File: src/rtl/instr_stream_loader.sv
// Boot loader between a byte stream and the CPU memories: assembles big-endian words,
// writes them while holding the CPU in reset, then releases it.
//
// state   | meaning
// --------+----------------------------------------------------------
// IDLE    | no session, CPU held in reset
// CNT_HI  | waiting for word-count high byte
// CNT_LO  | waiting for word-count low byte
// MODE    | waiting for target select (0x00 instr, 0x01 data)
// COLLECT | shifting payload bytes into the current word
// WRITE   | strobe asserted for WRITE_HOLD cycles, address/data stable
// RUN     | program loaded, CPU released
// ERR     | malformed header, sticky until reset
module instr_stream_loader #(
    parameter int ADDR_W     = 10,
    parameter int WRITE_HOLD = 2
) (
    input  logic              clk,
    input  logic              rst,
    input  logic              start,
    input  logic [7:0]        byte_in,
    input  logic              byte_valid,
    output logic              byte_ready,
    output logic [31:0]       inst_data,
    output logic [ADDR_W-1:0] address,
    output logic              write_instruction,
    output logic              write_data,
    output logic              cpu_rst,
    output logic              busy,
    output logic              done,
    output logic              err
);

    typedef enum logic [2:0] {
        S_IDLE,
        S_CNT_HI,
        S_CNT_LO,
        S_MODE,
        S_COLLECT,
        S_WRITE,
        S_RUN,
        S_ERR
    } state_t;

    localparam int HOLD_W = (WRITE_HOLD > 1) ? $clog2(WRITE_HOLD) : 1;
    localparam logic [HOLD_W-1:0] HOLD_LAST = HOLD_W'(WRITE_HOLD - 1);
    localparam logic [16:0] MAX_WORDS = 17'(1) << ADDR_W;

    state_t              state;
    logic [15:0]         word_count;
    logic [ADDR_W-1:0]   last_addr;
    logic                mode_data;
    logic [1:0]          byte_cnt;
    logic [23:0]         word_sr;
    logic [HOLD_W-1:0]   hold_cnt;
    logic                xfer;

    assign byte_ready = (state == S_CNT_HI) || (state == S_CNT_LO) ||
                        (state == S_MODE)   || (state == S_COLLECT);
    assign busy       = byte_ready || (state == S_WRITE);
    assign cpu_rst    = (state != S_RUN);
    assign xfer       = byte_valid && byte_ready;

    always_ff @(posedge clk) begin
        if (!rst) begin
            state             <= S_IDLE;
            word_count        <= '0;
            last_addr         <= '0;
            mode_data         <= 1'b0;
            byte_cnt          <= '0;
            word_sr           <= '0;
            hold_cnt          <= '0;
            inst_data         <= '0;
            address           <= '0;
            write_instruction <= 1'b0;
            write_data        <= 1'b0;
            done              <= 1'b0;
            err               <= 1'b0;
        end else begin
            done <= 1'b0;
            case (state)
                S_IDLE: begin
                    if (start) state <= S_CNT_HI;
                end
                S_CNT_HI: begin
                    if (xfer) begin
                        word_count[15:8] <= byte_in;
                        state            <= S_CNT_LO;
                    end
                end
                S_CNT_LO: begin
                    if (xfer) begin
                        word_count[7:0] <= byte_in;
                        state           <= S_MODE;
                    end
                end
                S_MODE: begin
                    if (xfer) begin
                        if (byte_in > 8'h01 || {1'b0, word_count} > MAX_WORDS) begin
                            err   <= 1'b1;
                            state <= S_ERR;
                        end else if (word_count == 16'd0) begin
                            done  <= 1'b1;
                            state <= S_RUN;
                        end else begin
                            mode_data <= byte_in[0];
                            address   <= '0;
                            byte_cnt  <= '0;
                            // count is bounded above, so N-1 always fits the address width
                            last_addr <= ADDR_W'(word_count - 16'd1);
                            state     <= S_COLLECT;
                        end
                    end
                end
                S_COLLECT: begin
                    if (xfer) begin
                        byte_cnt <= byte_cnt + 2'd1;
                        if (byte_cnt == 2'd3) begin
                            inst_data         <= {word_sr, byte_in};
                            hold_cnt          <= HOLD_LAST;
                            write_instruction <= !mode_data;
                            write_data        <= mode_data;
                            state             <= S_WRITE;
                        end else begin
                            word_sr <= {word_sr[15:0], byte_in};
                        end
                    end
                end
                S_WRITE: begin
                    if (hold_cnt == '0) begin
                        write_instruction <= 1'b0;
                        write_data        <= 1'b0;
                        if (address == last_addr) begin
                            done  <= 1'b1;
                            state <= S_RUN;
                        end else begin
                            address <= address + 1'b1;
                            state   <= S_COLLECT;
                        end
                    end else begin
                        hold_cnt <= hold_cnt - 1'b1;
                    end
                end
                S_RUN: begin
                    if (start) state <= S_CNT_HI;
                end
                S_ERR: begin
                    err <= 1'b1;
                end
                default: state <= S_IDLE;
            endcase
        end
    end

endmodule

File: config.mk
export PLATFORM = sky130hd
export DESIGN_NAME = instr_stream_loader
export DESIGN_NICKNAME = d
export VERILOG_FILES = /design/src/rtl/instr_stream_loader.sv
export SDC_FILE = /design/constraint.sdc
export NUM_CORES = 1
export LEC_CHECK = 0
export ABC_CLOCK_PERIOD_IN_PS = 2900
export CORE_UTILIZATION = 40
export CTS_CLUSTER_DIAMETER = 100
export CTS_CLUSTER_SIZE = 25
export DETAILED_ROUTE_END_ITERATION = 6
export SLEW_MARGIN = 40
export SYNTH_ARGS = -nofsm -noshare
export SYNTH_HDL_FRONTEND = slang
export SYNTH_SLANG_ARGS = --single-unit
File: constraint.sdc
create_clock -name clk -period 2.9 [get_ports clk]
set_input_delay 0.29 -clock clk [delete_from_list [all_inputs] [get_ports clk]]
set_output_delay 0.29 -clock clk [all_outputs]
set_load 0.02 [all_outputs]
# Yosys cells after proc, flatten, opt, wreduce, memory -nomap -nowiden
# Index checks and enable logic that the tools add are counted.
dict set report totals {
  elab_cells 112
  register_bits 103
  output_inout_bits 49
  input_bits 12
}
dict set report op_classes {
  n_addsub 4
  n_eq_ne 21
  n_reduce_logical 26
  n_bitwise 3
  order_cmp 2
  mux 42
}
# operator n
set op_table {}
lappend op_table {{$mux W10} 5}
lappend op_table {{$mux W3} 7}
lappend op_table {{$pmux W10 S2} 1}
lappend op_table {{$pmux W3 S6} 1}
lappend op_table {{$gt A16 B11 Y1 const B} 1}
lappend op_table {{$logic_not A16 Y1} 1}
lappend op_table {{$ne A2 B2 Y1 const B} 8}
lappend op_table {{$mux W1} 15}
lappend op_table {{$mux W2} 7}
lappend op_table {{$eq A3 B3 Y1 const B} 4}
lappend op_table {{$reduce_and A3 Y1} 4}
lappend op_table {{$add A10 B1 Y10 const B} 1}
lappend op_table {{$eq A10 B10 Y1} 1}
lappend op_table {{$pmux W1 S2} 5}
lappend op_table {{$sub A10 B1 Y10 const B} 1}
lappend op_table {{$gt A8 B1 Y1 const B} 1}
lappend op_table {{$reduce_and A4 Y1} 2}
lappend op_table {{$reduce_and A8 Y1} 1}
lappend op_table {{$reduce_bool A2 Y1} 4}
lappend op_table {{$eq A3 B2 Y1 const B} 2}
lappend op_table {{$ne A2 B1 Y1 const B} 3}
lappend op_table {{$reduce_and A6 Y1} 1}
lappend op_table {{$reduce_bool A6 Y1} 1}
lappend op_table {{$logic_or A1 B1 Y1} 5}
lappend op_table {{13 further kinds} 16}

# Logic depth before layout (Yosys ltp)
dict set report depth {
  depth_word 7
  ltp_mapped 9
  depth_no_buf 7
}

# Least setup slack after synthesis
# OpenSTA, ideal clock, no wires.
dict set report synth_path {
  path_kind {reg2reg}
  startpoint {register word_count[0]}
  endpoint {register last_addr[1]}
  path_slack_ns 0.886
  setup_time_ns 0.115
  arrival_time_ns 1.899
  synth_period_minus_slack_ns 2.014
  path_stages_with_launch 10
  required_time_ns 2.785
  n_path_buf 2
  path_cell_list {dfxtp_1 inv_1 ha_1 nor3b_1 a41oi_2 or3b_1 buf_6 buf_12 mux2i_1 and2_1}
}
dict set report synth_between {
  elab_chain_cells 4
  word_cells_on_any_way 7
  cone_classes {add/sub (1); order compare (1); bitwise (2); reduce/logical (3)}
}
# element line_no
set synth_lines {}
lappend synth_lines {{start: declaration} 50} ;# logic [15:0] word_count;
lappend synth_lines {{start signal: assignment} 93} ;# word_count[7:0] <= byte_in;
lappend synth_lines {{$gt A16 B11 Y1} 99} ;# if (byte_in > 8'h01 || {1'b0, word_count} > MAX_WORDS) begin
lappend synth_lines {{$logic_or A1 B1 Y1} 99}
lappend synth_lines {{$not A1 Y1 (no line)} n/a}
lappend synth_lines {{$reduce_and A4 Y1 (no line)} n/a}
lappend synth_lines {{end signal: assignment} 110} ;# last_addr <= ADDR_W'(word_count - 16'd1);
lappend synth_lines {{end: declaration} 51} ;# logic [ADDR_W-1:0] last_addr;
# Several ways; a longest one is shown, not always the timed one.
# A chain may end at the register's enable or synchronous reset.

# Worst setup path after layout
dict set report layout_path {
  startpoint {register word_count[12]}
  endpoint {register last_addr[9]}
}
dict set report layout_between {
  elab_chain_cells 4
  word_cells_on_any_way 6
  cone_classes {order compare (1); bitwise (2); reduce/logical (3)}
}
# element line_no
set layout_lines {}
lappend layout_lines {{start signal: assignment} 87} ;# word_count[15:8] <= byte_in;
lappend layout_lines {{$gt A16 B11 Y1} 99}
lappend layout_lines {{$logic_or A1 B1 Y1} 99}
lappend layout_lines {{$not A1 Y1 (no line)} n/a}
lappend layout_lines {{$reduce_and A4 Y1 (no line) (*)} n/a}
# Mark *: on every way between the ends. The rest lies on a longest branch, timed or not.

==> impl_metrics.tcl <==
set metrics [dict create \
    grt_util_met2 0.2785 \
    dp_hpwl_um 7211 \
    hold_viol_final 0 \
    setup_violations 0 \
    ys_ff_latch 103 \
    busiest_layer "met2" \
    initial_core_util 0.4182 \
    drt-total-wl_um 10730 \
    async_flop_share 0 \
    grtUsageMet3 0.03320 \
    critPathKind "flip-flop to flip-flop" \
    globalRouteTotalUtil 0.1896 \
    grt_pass1_vias 3413 \
    antenna_found_initial 0 \
    post_cts_resized 0 \
    synth_seq_area_share 0.4470 \
    p_comb_frac 0.184 \
    drc 0 \
    syn_area_sq_um 4613 \
    critPathArrivalTime_ns 2.77 \
    period_share 0.8759 \
    clock-root-buffer "clkbuf_16" \
    fmax_ghz 0.3937 \
    min_path_type "flip-flop to flip-flop" \
    grt_pass1_wl_um 17520 \
    regArea_sq_um 2062 \
    dp_slack_ns 0.3639 \
    finalCriticalPeriod_ns 2.540 \
    drtIter0Drc 141 \
    hold_depth 2 \
    gp_congestion 0.8004 \
    finClkSkew_ns 0.007645 \
    diodes 0 \
    switchingPower_w 0.0009615 \
    peakVddDrop_v 0.0002795 \
    grt_max_degree 79 \
    slowest_delay_ns 0.73 \
    cts_hold_buf 0 \
    cp.required_ns 3.13 \
    slew_viol_final 0 \
    cts_tree "built" \
    tightest_slew_ns 0.7503 \
    syn-num-nets 545 \
    p_per_area_nw_per_um2 592.8 \
    core-area_sq_um 11030 \
    ys_types 46 \
    crit_start "word_count[12]$_SDFFE_PN0P_" \
    setup_slack_ns 0.3598 \
    clock-sinks 103 \
    clk_pin_slew_ns 0.07 \
    fin_cells 718 \
    status "completed" \
    avgSynthCellArea_sq_um 8.721 \
    clock_path_buffers 2 \
    grt_setup_unrepaired "false" \
    post_cts_buffers 0 \
    syn_to_final_growth_pct 21.89 \
    multi_input_area_sq_um 2392 \
    final_common_cell "nand2_1" \
    fillCellCount 1069 \
    routed-via-count 3692 \
    dominantRegCellSynth "dfxtp_1" \
    clk_latency_ns 0.34 \
    die_h_um 109.4 \
    first_pass_iters 4 \
    die_w_um 109.4 \
    port_buffers 60 \
    grt-ovfl-total 0 \
    slowest_stage "or3b_1" \
    power.leakage_nw 2.013 \
    netSwitchingFraction 0.2885 \
    r2r_setup_slack_ns 0.36 \
    fin_hold_ws_ns 0.4645 \
    cts_made_buffers 9 \
    htree_num_levels 3 \
    drv_cap 0 \
    drive_above_1_share 0.06401 \
    max_slew_margin 0.4952 \
    use_met1 0.2776 \
    final_cell_mix "nand2_1 (121), dfxtp_1 (103), a21boi_0 (61), clkdlybuf4s50_1 (59), mux2i_1 (31)" \
    final_antenna_net_count 0 \
    start_kind "flip-flop" \
    dp.cells 702 \
    r2r_cells 5 \
    hp-start "inst_data[6]$_SDFFE_PN0P_" \
    rows 38 \
    hold_path_end "inst_data[6]$_SDFFE_PN0P_" \
    fin_nets 589 \
    end_kind "flip-flop" \
    reg2reg_to "last_addr[9]$_SDFFE_PN0P_" \
    synth_edf_count 0 \
    routedWlPerCell_um 14.95 \
    routed_via_density 5.142 \
    die-area_sq_um 11970 \
    path_max_fanout 14 \
    worstPathCellList "nor4_1, nand4_1, or3b_1, mux2i_1, nor2b_1" \
    p_clk_frac 0.354 \
    yosysWarningCount 0 \
    syn_inst 529 \
    p_int_w 0.002372 \
    setup_tns_ns 0 \
    pwr-share-seq 0.463 \
    ios 61 \
    r2r_start "word_count[12]$_SDFFE_PN0P_" \
]
power by group through the flow:
stage / Clock, W / Combinational, W / Sequential, W
after global placement: 0 / 0.000596 / 0.00157
after global routing: 0.00126 / 0.000669 / 0.00155
after CTS: 0.00120 / 0.000612 / 0.00154
after detailed placement: 0 / 0.000606 / 0.00157
final: 0.00118 / 0.000613 / 0.00154
after floorplan: 0 / 0.000478 / 0.00152
cell usage after synthesis, types with 2 or more instances:
cell,instances,area [sq um]
nor4_1,6,37.54
and4_1,2,17.52
nand2_1,121,454.2
nor4b_1,2,17.52
ha_1,4,50.05
inv_1,7,26.28
nor3_1,3,15.01
clkbuf_1,34,127.6
nor2b_1,27,168.9
o21ai_0,10,50.05
a22oi_1,2,15.01
mux2i_1,31,310.3
nand4_1,5,31.28
a21boi_0,61,457.9
nor3b_1,3,22.52
a31oi_1,12,75.07
nor2_1,15,56.30
a21oi_1,6,30.03
dfxtp_1,103,2062
nand3_1,18,90.09
xor2_1,14,122.6
xnor2_1,7,61.31
and2_1,5,31.28
and3_1,7,43.79
nand3b_1,3,22.52
how the worst max path moves through the flow:
stage / to / cells past startpoint
2_1_floorplan: last_addr[1]$_SDFFE_PN0P_ / 9
3_3_place_gp: last_addr[1]$_SDFFE_PN0P_ / 6
3_5_place_dp: last_addr[1]$_SDFFE_PN0P_ / 6
4_1_cts: last_addr[9]$_SDFFE_PN0P_ / 5
5_1_grt: last_addr[9]$_SDFFE_PN0P_ / 5
6_report: last_addr[9]$_SDFFE_PN0P_ / 5
final cells by class:
| class | count | share of cell area |
|---|---|---|
| Clock inverter | 6 | 0.009346 |
| Timing Repair Buffer | 69 | 0.1202 |
| Inverter | 7 | 0.004673 |
| Multi-Input combinational cell | 383 | 0.4255 |
| Tap cell | 140 | 0.03115 |
| Sequential cell | 103 | 0.3667 |
| Clock buffer | 10 | 0.04250 |
cell families (layout without fill, tap and decap cells):
logic type	Yosys count	count (layout)	synth area share
fa+ha+maj	5	5	0.01302
buf+inv	43	92	0.04014
simple gates	227	227	0.2395
compound gates	99	99	0.1532
xor+xnor	21	21	0.03987
mux	31	31	0.06726
flops	103	103	0.4470
critical path: cells and delay by family (launching register included):
kind	cells	cell delay, ns
flops	1	0.32
mux	1	0.27
simple gates	4	1.84
flip-flops by register name (all words and copies together) (netlist names):
register           count
write_instruction      1
done                   1
word_count            16
inst_data             32
err                    1
word_sr               24
write_data             1
mode_data              1
last_addr             10
state                  3
hold_cnt               1
byte_cnt               2
address               10
layer usage:
layer  up-vias  share of wire
li1       1890              -
met1      1727           0.53
met2        64           0.43
met3        11          0.033
met4         0          0.015
met5         -              0
stage by stage:
stage	total power [W]	utilization	instance area [sq um]
3_5_place_dp	0.002179	0.4833	5331
3_3_place_gp	0.002167	0.4825	5323
5_1_grt	0.003478	0.5098	5623
6_report	0.003333	0.5098	5623
2_1_floorplan	0.001999	-	4613
4_1_cts	0.003355	0.5098	5623
Power figures use the tool's default switching activity.
